### config.mk
export PLATFORM = sky130hd
export DESIGN_NAME = pri_encoder_16x4
export DESIGN_NICKNAME = d
export VERILOG_FILES = /design/src/rtl/pri_enc_pkg.sv /design/src/rtl/pri_enc_find.sv /design/src/rtl/pri_encoder_16x4.sv
export SDC_FILE = /design/constraint.sdc
export NUM_CORES = 1
export LEC_CHECK = 0
export ABC_AREA = 1
export CAP_MARGIN = 20
export CORE_ASPECT_RATIO = 2
export CORE_MARGIN = 2
export CORE_UTILIZATION = 39
export CTS_CLUSTER_SIZE = 10
export DETAILED_ROUTE_END_ITERATION = 6
export SYNTH_ARGS = -nofsm -noshare
export SYNTH_HDL_FRONTEND = slang
export SYNTH_HIERARCHICAL = 1
export SYNTH_SLANG_ARGS = --single-unit
### constraint.sdc
create_clock -name clk -period 2.46 [get_ports clk]
set_input_delay 0.615 -clock clk [delete_from_list [all_inputs] [get_ports clk]]
set_output_delay 0.615 -clock clk [all_outputs]
set_load 0.01 [all_outputs]
### src/rtl/pri_enc_pkg.sv
`default_nettype none
// ============================================================================
// Module      : pri_enc_pkg
// Description : Shared constants, FSM state type and bit-count helper for
//               the 16-to-4 serving priority encoder.
// Revision    : 1.0 - initial release
// ============================================================================
package pri_enc_pkg;

    localparam int N_IN   = 16;
    localparam int CODE_W = 4;
    localparam int CNT_W  = 5;

    typedef enum logic [0:0] {
        IDLE  = 1'b0,
        SERVE = 1'b1
    } state_t;

    // Number of set bits in a request vector (0..16 fits in CNT_W bits).
    function automatic logic [CNT_W-1:0] popcount(input logic [N_IN-1:0] v);
        logic [CNT_W-1:0] n;
        n = '0;
        for (int i = 0; i < N_IN; i++) begin
            n = n + {{(CNT_W-1){1'b0}}, v[i]};
        end
        return n;
    endfunction

endpackage
`default_nettype wire

### src/rtl/pri_enc_find.sv
`default_nettype none
// ============================================================================
// Module      : pri_enc_find
// Description : Combinational search over the pending vector: index of the
//               highest set bit, plus "any bit set" and "exactly one bit set"
//               flags.
// Revision    : 1.0 - initial release
// ============================================================================
module pri_enc_find
    import pri_enc_pkg::*;
(
    input  logic [N_IN-1:0]   pend,
    output logic [CODE_W-1:0] idx,
    output logic              any,
    output logic              single
);

    localparam logic [N_IN-1:0] C_ONE = {{(N_IN-1){1'b0}}, 1'b1};

    // Highest set bit wins because later loop iterations overwrite earlier ones.
    always_comb begin
        idx = '0;
        for (int i = 0; i < N_IN; i++) begin
            if (pend[i]) begin
                idx = CODE_W'(i);
            end
        end
        any    = |pend;
        single = any && ((pend & (pend - C_ONE)) == '0);
    end

endmodule
`default_nettype wire

### src/rtl/pri_encoder_16x4.sv
`default_nettype none
// ============================================================================
// Module      : pri_encoder_16x4
// Description : Accepts a 16-bit request vector and serves its set bits one
//               beat at a time, highest index first, over a valid/ready
//               output handshake. An all-zero vector yields one "none" beat.
//               Optional feature macro PRI_ENC_CNT_EN adds the pend_cnt
//               output (number of requests still pending, current included).
// Revision    : 1.0 - initial release
// ============================================================================
module pri_encoder_16x4 #(
    parameter int N_IN   = 16,
    parameter int CODE_W = 4
) (
    input  logic              clk,
    input  logic              rst,
    input  logic              en,
    input  logic              in_valid,
    output logic              in_ready,
    input  logic [N_IN-1:0]   req,
    output logic              out_valid,
    input  logic              out_ready,
    output logic [CODE_W-1:0] code,
    output logic              last,
`ifdef PRI_ENC_CNT_EN
    output logic              none,
    output logic [4:0]        pend_cnt
`else
    output logic              none
`endif
);

    import pri_enc_pkg::*;

    localparam logic [N_IN-1:0] C_ONE = {{(N_IN-1){1'b0}}, 1'b1};

    state_t            state_q, state_d;
    logic [N_IN-1:0]   pend_q, pend_d;
    logic              none_q, none_d;

    logic [CODE_W-1:0] w_find_idx;
    logic              w_find_any;
    logic              w_find_single;
    logic              w_serving;
    logic              w_beat_last;
    logic [N_IN-1:0]   w_clr_mask;

    pri_enc_find u_find (
        .pend   (pend_q),
        .idx    (w_find_idx),
        .any    (w_find_any),
        .single (w_find_single)
    );

    // Outputs depend only on state and registered pending vector.
    always_comb begin
        w_serving   = (state_q == SERVE);
        w_beat_last = w_find_single | ~w_find_any;
        w_clr_mask  = C_ONE << w_find_idx;
        in_ready    = ~w_serving & en;
        out_valid   = w_serving;
        code        = w_serving ? w_find_idx : '0;
        last        = w_serving & w_beat_last;
        none        = w_serving & none_q;
    end

    // Next-state: load on accept, clear served bit per handshake, hold on stall.
    always_comb begin
        state_d = state_q;
        pend_d  = pend_q;
        none_d  = none_q;
        case (state_q)
            IDLE: begin
                if (in_valid && en) begin
                    pend_d  = req;
                    none_d  = ~|req;
                    state_d = SERVE;
                end
            end
            SERVE: begin
                if (out_ready) begin
                    pend_d = pend_q & ~w_clr_mask;
                    if (w_beat_last) begin
                        pend_d  = '0;
                        none_d  = 1'b0;
                        state_d = IDLE;
                    end
                end
            end
            default: begin
                pend_d  = '0;
                none_d  = 1'b0;
                state_d = IDLE;
            end
        endcase
    end

    // State registers; reset abandons any vector in progress.
    always_ff @(posedge clk or posedge rst) begin
        if (rst) begin
            state_q <= IDLE;
            pend_q  <= '0;
            none_q  <= 1'b0;
        end else begin
            state_q <= state_d;
            pend_q  <= pend_d;
            none_q  <= none_d;
        end
    end

`ifdef PRI_ENC_CNT_EN
    // Pending is cleared on return to IDLE, so the count reads 0 there.
    always_comb begin
        pend_cnt = popcount(pend_q);
    end
`endif

endmodule
`default_nettype wire

==> results.ini <==
[floorplan]
core_um2=4005
fp.dieW_um=49.35
std_cell_rows=33
die_h_um=94.70
start_util=0.4005
io_pins=29
die-area_um2=4673

[worst_setup_path]
cp_max_fo=4
path_class=flop to output pin
reg2reg_slack_ps=410
worstPathCellList=nor2_4, nand3_4, inv_2, nand2_2, o21ai_1, nand2_1, nor2_1, nand3_1, nor2_1, inv_1, a21oi_1, buf_2
r2r_end=pend_q[6]
crit_start=pend_q[0]
end_kind=output pin
crit_path_end=last
critPathLaunchType=flop
reg2reg_from=pend_q[0]
cp_common_cell=nor2_1
cp_slowest_cell=dfrtp_1
crit_required_ps=1850
reg2regPathDepth=16
slowest_delay_ps=410
arrival_ps=1850

[route]
vias=1687
drc=0
initialDrtViolationCount=44
vias_per_cell=4.451
wl_per_cell_um=10.72
dr.pass1.iters=4
postRouteAntennaNets=0
wl_um=4062

[clocking]
cts.sinks=18
clk_pin_slew_ps=70
cts_buffer_depth=2
hold_buffers=0
root_buffer=clkbuf_8
htree_levels=1
clock_latency_ps=250
cts_tree=done
cts_buffers=3

[cells_and_area]
area_delta_synth_final_pct=34.40
drive_gt1_frac=0.2049
layout_common_cells=nand2_1, nor2_1, inv_1
mostFrequentLayoutCell=nand2_1
nets=350
num-fill-cells=434
antenna_cells=0
layout.cells.non_filler=379

[power]
max-vdd-ir-drop_mv=1.026
p_comb_frac=0.733
pwr-share-seq=0.194
leakagePower_nw=1.177
p_per_area_nw_per_um2=1295
switching_share=0.4909
internal-power_mw=1.421
netSwitchingPower_mw=1.371
clockPowerShare=0.073

[timing]
finalHoldViolations=0
max_slew_margin=0.5278
finalCritPeriodShare=1.002
finalSetupViolations=1
worst_slack_ps=-5.895
fin_tns_setup_ps=-5.895
rsz0062_at_grt=yes
clock.fmax_ghz=0.4055
period_needed_ps=2466
worstMarginPinSlew_ps=707.5
finalMaxSlewViolations=0
finClkSkew_ps=4.493

[synthesis]
synthFlopType=dfrtp_1
syn_nets=294
yosys.area_share.simple=0.5203
synth_edf_count=0
yosysWarnings=6
syn_area_um2=1604
yosysSeqAreaShare=0.2808
synth_top_family_by_area=simple AND/OR/NAND/NOR gates
synthCells=273
avgSynthCellArea_um2=5.876
synthXorXnorAreaFrac=0
yosys-mux-area-fraction=0
synthDistinctLibCells=21
ys_async_sr_fraction=1.000
synth_adder_area_share=0
ys_ff_latch=18
synth-compound-area-share=0.04914

[global_routing]
grt_max_degree=19
grt_pass1_wl_um=6982
grt.total_usage=0.1907
antenna_found_initial=0
overflow=0
grt_pass1_vias=1626

[placed_design]
hpwl_um=3415
io_buffers=28
placed_cells=373
place.gp.congestion=0.8955
pre_cts_slack_ps=-145.9

[hold_path]
holdPathStages=2
holdCritPathClass=flop to flop

[outcome]
status=finished, violations left
failed_checks=setup timing

[job]
maxCapViolations=0

[worst min path at each step]
stage	from	end	slack, ps
floorplan	none_q	none_q	480
global placement	none_q	none_q	500
finish	none_q	none_q	510
detailed placement	none_q	none_q	500
global route	none_q	none_q	560
CTS	none_q	none_q	520
[critical path: cells and delay by family (launching register included)]
family / cells / cell delay, ps
AO/OA/AOI/OAI: 2 / 220
buffers and inverters: 3 / 290
flip-flops: 1 / 410
AND/OR/NAND/NOR: 7 / 680
[state kept, by name (all words and copies together), names as in the netlist]
register	cells
pend_q	16
none_q	1
out_valid	1
[power groups by stage]
stage	Sequential, mW	Combinational (mW)	Clock, mW
2_1_floorplan	0.545	1.19	0
3_3_place_gp	0.540	1.96	0
3_5_place_dp	0.543	1.98	0
4_1_cts	0.541	1.98	0.208
5_1_grt	0.562	2.30	0.216
6_report	0.541	2.05	0.205
[cell usage after synthesis (4+ instances only)]
cell type	count	area (um2)
dfrtp_1	18	450.4
nand2_4	4	45.04
nand2_2	4	25.02
o21ai_0	6	30.03
inv_1	45	168.9
nor2_2	7	43.79
nor2_4	4	45.04
nor2_1	47	176.4
nand3_1	13	65.06
nand2_1	103	386.6
a21oi_1	4	20.02
[cell families (layout without fill, tap and decap cells)]
family,Yosys count,in the layout
and+or+nand+nor,186,186
buffers and inverters,54,108
DFF,18,18
AOI/OAI and AO/OA,15,15
[metrics by stage]
stage	utilization	hold WS [ps]	cell area, um2	total power [mW]
after floorplan	-	475.6	1604	1.738
after global placement	0.5202	499.5	2083	2.503
after detailed placement	0.5202	502.3	2083	2.525
after CTS	0.5320	521.0	2131	2.729
after global routing	0.5383	558.5	2156	3.073
final	0.5383	514.3	2156	2.792
[final cells by class]
type / count / area, um2 / share of cell area
Tap cell: 52 / 65.06 / 0.03018
Sequential cell: 18 / 451.7 / 0.2095
Timing Repair Buffer: 56 / 476.7 / 0.2211
Multi-Input combinational cell: 201 / 934.6 / 0.4335
Clock buffer: 3 / 41.29 / 0.01915
Inverter: 49 / 186.4 / 0.08648
[metal layers]
metal  track usage  share of wire  up-vias
met2        0.3649           0.53       36
met5             0              0        -
met1        0.2243           0.41      725
met3      0.009494          0.032       10
met4       0.05238          0.027        0
li1              -              -      916
[timing repair]
action / CTS / global route
pin swaps: 2 / 7
cloned: 0 / 0
setup endpoints to repair: 4 / 5
buffers inserted: 0 / 3
resized for setup: 11 / 11
(Power assumes the default switching activity.)
